[src/rtl/gcd_dest_m.sv]
// Equivalence miter of two independently built subtract-and-swap GCD engines.
// E1 decides with a magnitude compare, E2 with the borrow of a (W+1)-bit difference.
//
// state | meaning
// IDLE  | after reset, registers hold until start
// RUN   | one subtract-or-swap step per cycle until B reaches zero
// DONE  | A holds gcd, B holds zero, registers hold until start
module gcd_dest_m #(
  parameter int W = 6
) (
  input  logic         clk,
  input  logic         reset,
  input  logic         start,
  input  logic [W-1:0] Ain,
  input  logic [W-1:0] Bin,
  output logic         equiv,
  output logic [W-1:0] ao1,
  output logic [W-1:0] bo1,
  output logic [W-1:0] ao2,
  output logic [W-1:0] bo2
);

  typedef enum logic [1:0] {IDLE = 2'd0, RUN = 2'd1, DONE = 2'd2} state_t;

  state_t       st1, st1_nxt;
  logic [W-1:0] a1, b1, a1_nxt, b1_nxt;

  state_t       st2, st2_nxt;
  logic [W-1:0] a2, b2, a2_nxt, b2_nxt;
  logic [W:0]   diff2;

  always_ff @(posedge clk) begin
    if (reset) begin
      st1 <= IDLE;
      a1  <= '0;
      b1  <= '0;
    end else begin
      st1 <= st1_nxt;
      a1  <= a1_nxt;
      b1  <= b1_nxt;
    end
  end

  always_comb begin
    st1_nxt = st1;
    a1_nxt  = a1;
    b1_nxt  = b1;
    if (start) begin
      st1_nxt = RUN;
      a1_nxt  = Ain;
      b1_nxt  = Bin;
    end else if (st1 == RUN) begin
      if (b1 == '0) begin
        st1_nxt = DONE;
      end else if (a1 < b1) begin
        a1_nxt = b1;
        b1_nxt = a1;
      end else begin
        a1_nxt = a1 - b1;
      end
    end
  end

  always_ff @(posedge clk) begin
    if (reset) begin
      st2 <= IDLE;
      a2  <= '0;
      b2  <= '0;
    end else begin
      st2 <= st2_nxt;
      a2  <= a2_nxt;
      b2  <= b2_nxt;
    end
  end

  // Borrow bit of the extended difference replaces E1's comparator.
  assign diff2 = {1'b0, a2} - {1'b0, b2};

  always_comb begin
    st2_nxt = st2;
    a2_nxt  = a2;
    b2_nxt  = b2;
    if (start) begin
      st2_nxt = RUN;
      a2_nxt  = Ain;
      b2_nxt  = Bin;
    end else if (st2 == RUN) begin
      if (diff2[W]) begin
        a2_nxt = b2;
        b2_nxt = a2;
      end else if (b2 == '0) begin
        st2_nxt = DONE;
      end else begin
        a2_nxt = diff2[W-1:0];
      end
    end
  end

  assign ao1   = a1;
  assign bo1   = b1;
  assign ao2   = a2;
  assign bo2   = b2;
  assign equiv = (ao1 == ao2) && (bo1 == bo2);

endmodule

[config.mk]
export PLATFORM = sky130hd
export DESIGN_NAME = gcd_dest_m
export DESIGN_NICKNAME = d
export VERILOG_FILES = /design/src/rtl/gcd_dest_m.sv
export SDC_FILE = /design/constraint.sdc
export NUM_CORES = 1
export LEC_CHECK = 0
export BUFFER_PORTS_ARGS = -buffer_cell sky130_fd_sc_hd__buf_2
export CORE_ASPECT_RATIO = 1.5
export CORE_UTILIZATION = 33
export CTS_CLUSTER_SIZE = 8
export DETAILED_ROUTE_END_ITERATION = 8
export PLACE_DENSITY = 0.5
export SETUP_SLACK_MARGIN = 0.2
export SLEW_MARGIN = 0
export SYNTH_ARGS = -nofsm -noshare
export SYNTH_HDL_FRONTEND = slang
export SYNTH_SLANG_ARGS = --single-unit
export TNS_END_PERCENT = 5
[constraint.sdc]
create_clock -name clk -period 2.85 [get_ports clk]
set_clock_uncertainty 0.15 [all_clocks]
set_input_delay 0.57 -clock clk [delete_from_list [all_inputs] [get_ports clk]]
set_output_delay 0.57 -clock clk [all_outputs]
set_load 0.01 [all_outputs]
Yosys cells after proc, flatten, opt, wreduce, memory -nomap -nowiden
Index checks and enable logic that the tools add are counted.
{"block": "totals", "ff_bits": 28, "out_inout_bits": 25, "wordCells": 59}
{"block": "op_classes", "addsub": 2, "order_cmp": 1, "n_eq_ne": 7, "n_mux": 22, "bitwise_logic": 1, "n_reduce_logical": 18}
{"operator": "6-bit 2-to-1 mux", "n": 15}
{"operator": "6-bit equality test", "n": 2}
{"operator": "6-bit logical NOT", "n": 2}
{"operator": "2-bit nonzero test", "n": 6}
{"operator": "2-bit AND reduction", "n": 5}
{"operator": "3-bit AND reduction", "n": 3}
{"operator": "1-bit 2-to-1 mux", "n": 7}
{"operator": "6-bit by 6-bit subtractor with 7-bit output", "n": 1}
{"operator": "6-bit < comparator", "n": 1}
{"operator": "6-bit subtractor", "n": 1}
{"operator": "2-bit by 1-bit equality test with 1-bit output, second input constant", "n": 2}
{"operator": "2-bit inequality test, second input constant", "n": 2}
{"operator": "3-bit inequality test, second input constant", "n": 1}
{"operator": "2-bit OR reduction", "n": 1}
{"operator": "1-bit logical AND", "n": 1}
{"operator": "1-bit NOT", "n": 1}

Depth between registers and ports, before layout
{"block": "logic_depth", "ltp_word": 5, "ltp_mapped": 9, "mapped_depth_nobuf": 8}

Worst setup path after synthesis
No wires, ideal clock.
{"block": "synth_timing", "path_kind": "reg2reg", "from": "register a2[0], in the netlist ao2[0]", "to": "register b2[0], in the netlist bo2[0]", "setup_ns": 0.116, "arrival_time_ns": 2.136, "t_required_ns": 2.584, "setup_slack_ns": 0.448, "stages_incl_launch_ff": 10, "period_less_slack_ns": 2.402, "cell_sequence": "dfxtp_1 -> inv_1 -> ha_1 -> fa_1 -> nor2b_2 -> o31ai_4 -> a22o_1 -> buf_4 -> a211o_1 -> o211a_1"}
{"block": "synth_between", "elab_chain_len": 3, "word_cells_on_any_way": 6, "cone_classes": "add/sub: 1; mux: 3; reduce/logical: 2"}
{"element": "start, declared", "line_no": "29", "text": "logic [W-1:0] a2, b2, a2_nxt, b2_nxt;"}
{"element": "start signal, assigned", "line_no": "71", "text": "a2 <= a2_nxt;"}
{"element": "6-bit by 6-bit subtractor with 7-bit output or 6-bit 2-to-1 mux (tied branches)", "line_no": "77, 88"}
{"element": "2-bit nonzero test (no line) or 6-bit 2-to-1 mux (tied branches)"}
{"element": "2-bit AND reduction (no line) or 6-bit 2-to-1 mux (tied branches)"}
{"element": "end signal, assigned", "line_no": "72", "text": "b2 <= b2_nxt;"}
{"element": "end, declared", "line_no": "29"}
Parallel ways exist; a longest one is shown, timed or not. The select of a mux whose other input is x is not followed.
A chain may end at the register's enable or synchronous reset.

Worst setup path in the final report
{"block": "layout_timing", "from": "register a2[0], in the netlist ao2[0]", "to": "register a2[2], in the netlist ao2[2]"}
{"block": "layout_between", "elab_chain_len": 5, "word_cells_on_any_way": 7, "cone_classes": "add/sub: 1; eq/ne: 1; mux: 4; reduce/logical: 1"}
{"element": "6-bit by 6-bit subtractor with 7-bit output *", "line_no": "77", "text": "assign diff2 = {1'b0, a2} - {1'b0, b2};"}
{"element": "6-bit 2-to-1 mux", "line_no": "91", "text": "end else if (b2 == '0) begin"}
{"element": "6-bit 2-to-1 mux", "line_no": "88", "text": "if (diff2[W]) begin"}
{"element": "6-bit 2-to-1 mux", "line_no": "87", "text": "end else if (st2 == RUN) begin"}
{"element": "6-bit 2-to-1 mux", "line_no": "83", "text": "if (start) begin"}
Every way passes the cells marked *; elsewhere a longest branch is shown, timed or not. The select of a mux whose other input is x is not followed.

==> flow_summary.yaml <==
run_status:
  outcome: "finished clean"
worst_setup_path:
  arrival_ps: 2610
  critPathBufInv: 1
  r2r_slack_ps: 310
  worst_setup_path_end_kind: "flop"
  crit_cells: 8
  worstPathMaxFanout: 6
  slowest_stage: "a2111oi_0"
  crit_required_ps: 2930
  cp_cell_sequence: "inv_1 > ha_1 > fa_1 > nor2b_4 > o31ai_4 > a21o_1 > a2111oi_0 > a41o_1"
  cpLargestDelayFamily: "compound AO/OA/AOI/OAI gates"
  cpPeakStageDelay_ps: 460
  critPathLaunchType: "flop"
  r2r_cells: 8
  worstSetupPathType: "reg -> reg"
final_layout:
  area_growth_pct: 20.0
  insertedDiodeCount: 0
  drive_above_1_share_pct: 24.4
  n_fill_cell: 718
  instances_no_fill: 388
  finalNetCount: 342
  final_area_sq_mm: 0.00267
  multi_input_area_sq_mm: 0.00155
  seqCellArea_sq_um: 561
  fin_util_pct: 41.1
power_and_ir_drop:
  switchingPower_uw: 659
  power_frac_seq_pct: 30.1
  power.density_mw_per_mm2: 614
  clkPwrFrac_pct: 19.7
  total_power_uw: 1640
  peakVddDrop_v: 0.000248
  switching_share_pct: 40.2
  combPwrFrac_pct: 50.2
  internal-power_uw: 978
  leakage_uw: 0.00117
synthesis:
  syn_inst: 268
  ys_seq_area_share_pct: 25.2
  synth.net_count: 297
  syn_avg_cell_area_sq_um: 8.29
  synth-async-reset-ratio_pct: 0
  ys_warn_count: 0
  syn_area_sq_mm: 0.00222
  ys_top_cells_by_area: "dfxtp_1, ha_1, xnor2_1"
  synth_top_cell_by_area: "dfxtp_1"
  synthFlopType: "dfxtp_1"
  synthDominantCellAreaShare_pct: 25.2
  synth_commonest_cells: "dfxtp_1, nor2_1, inv_1, xnor2_1, o21ai_0"
  ys_types: 54
  ys_ff_latch: 28
  synth_edf_count: 0
  yosysMostFrequentCell: "dfxtp_1"
global_route:
  grt_max_degree: 26
  grt_antenna_before_repair: 0
  gr-total-overflow: 0
  track_usage_pct: 19.8
  grt_pass1_vias: 2169
  grt_pass1_wl_microns: 11200
sta:
  period_share_pct: 89.0
  relSlewSlack_pct: 62.6
  tightest_slew_ps: 559
  fmax_ghz: 0.394
  finalSetupTns_ps: 0
  final-hold-violation-count: 0
  fin_crit_ps: 2540
  finalMaxSlewViolations: 0
  rsz0062_at_grt: "yes"
  setup_violations: 0
die:
  die-area_sq_mm: 0.00707
  start_util_pct: 34.3
  fp.coreArea_sq_mm: 0.00649
  io_pins: 40
  die-height_microns: 103
  row_count: 36
  die_x_microns: 69
detailed_routing:
  viasPerCell: 5.70
  detail_route.wirelength_microns: 7000
  drt_iter0_markers: 114
  postRouteAntennaNets: 0
  drc_errors: 0
  num_vias: 2212
  first_pass_iters: 4
  detail_route.wl_per_cell_microns: 18.0
placed_design:
  placedCellCount: 384
  gp_congestion: 0.783
  placed_cell_area_sq_mm: 0.00257
  portBuffers: 39
  hpwl_microns: 5440
cts:
  htree_num_levels: 1
  cts_sinks: 28
  numCtsBuffers: 3
  cts_root_buffer: "clkbuf_8"
  cts_buffer_depth: 2
  clk-insertion-delay-late_ps: 280
  cts_tree: "yes"
  path_clk_slew_ps: 100
  hold_buffers: 0
job:
  drv_cap: 0
min_path:
  timing.hold.worst.class: "reg -> reg"
  min_path_cells: 2
==> final timing paths <==
kind / startpoint / to
worst min-delay path: st2[0]$_SDFFE_PP0P_ / st2[0]$_SDFFE_PP0P_
worst max-delay path: ao2[0]$_SDFFE_PP0P_ / ao2[2]$_SDFFE_PP0P_
worst min register to register: st2[0]$_SDFFE_PP0P_ / st2[0]$_SDFFE_PP0P_
worst max register to register: ao2[0]$_SDFFE_PP0P_ / ao2[2]$_SDFFE_PP0P_
==> metrics by stage <==
| step | setup WS (ps) | hold slack (ps) |
|---|---|---|
| 6_report | 314 | 355 |
| 5_1_grt | 185 | 383 |
| 4_1_cts | 146 | 358 |
| 3_5_place_dp | 144 | 336 |
| 3_3_place_gp | 189 | 332 |
| 2_1_floorplan | 448 | 313 |
==> cell type report <==
| cell class | count | share of cell area, % |
|---|---|---|
| clock inverter | 1 | 1.13 |
| timing repair buffer | 54 | 11.5 |
| multi-input combinational | 204 | 58.1 |
| sequential | 28 | 21.0 |
| clock buffer | 3 | 1.55 |
| tap | 76 | 3.56 |
| inverter | 22 | 3.10 |
==> power by group through the flow <==
| stage | clock network, uW | registers (uW) | logic [uW] |
|---|---|---|---|
| final | 322 | 493 | 821 |
| after floorplan | 0 | 520 | 546 |
| after global routing | 349 | 501 | 905 |
| after CTS | 331 | 494 | 804 |
| after detailed placement | 0 | 503 | 796 |
| after global placement | 0 | 502 | 798 |
==> kinds of logic after synthesis <==
group           after synthesis  share of synthesized area [%]
flops                        28                           25.2
mux                          10                           4.67
compound gates               93                           32.6
simple gates                 71                           16.3
fa+ha+maj                    14                           8.56
buf+inv                      36                           6.36
xor+xnor                     16                           6.31
==> worst min-delay path: cells and delay by family (launching register included) <==
kind / cells / cell delay (ps)
compound gates: 2 / 130
flops: 1 / 330
==> routing by layer <==
layer | share of wire (%) | up-vias | global-route usage [%]
met2 | 54 | 48 | 39.4
met3 | 2.5 | 8 | 1.27
met4 | 1.5 | 0 | 5.65
met1 | 42 | 1061 | 22.7
met5 | 0 | - | 0
li1 | - | 1095 | -
==> registers in the layout (all words and copies together) (netlist names) <==
name  flops
bo2       6
st1       2
bo1       6
ao1       6
ao2       6
st2       2
==> placed cells by master (no fill, tap or decap), types with 7 or more instances in the layout <==
master | netlist | routed
buf_2 | 2 | 39
dfxtp_1 | 28 | 28
nor2_1 | 23 | 23
inv_1 | 22 | 22
buf_4 | 1 | 15
xnor2_1 | 14 | 14
o21ai_0 | 13 | 13
ha_1 | 12 | 12
a21oi_1 | 12 | 11
nand3_1 | 10 | 10
a311oi_1 | 9 | 9
nand2_1 | 9 | 9
a211o_1 | 8 | 8
nand2b_1 | 7 | 7
mux2i_1 | 7 | 7
o211a_1 | 7 | 7
==> what timing repair did <==
action | in CTS | in global routing
buffers inserted | 0 | 0
endpoints found under the setup margin | 7 | 23
gates resized for setup | 1 | 6
(Power assumes the default switching activity.)
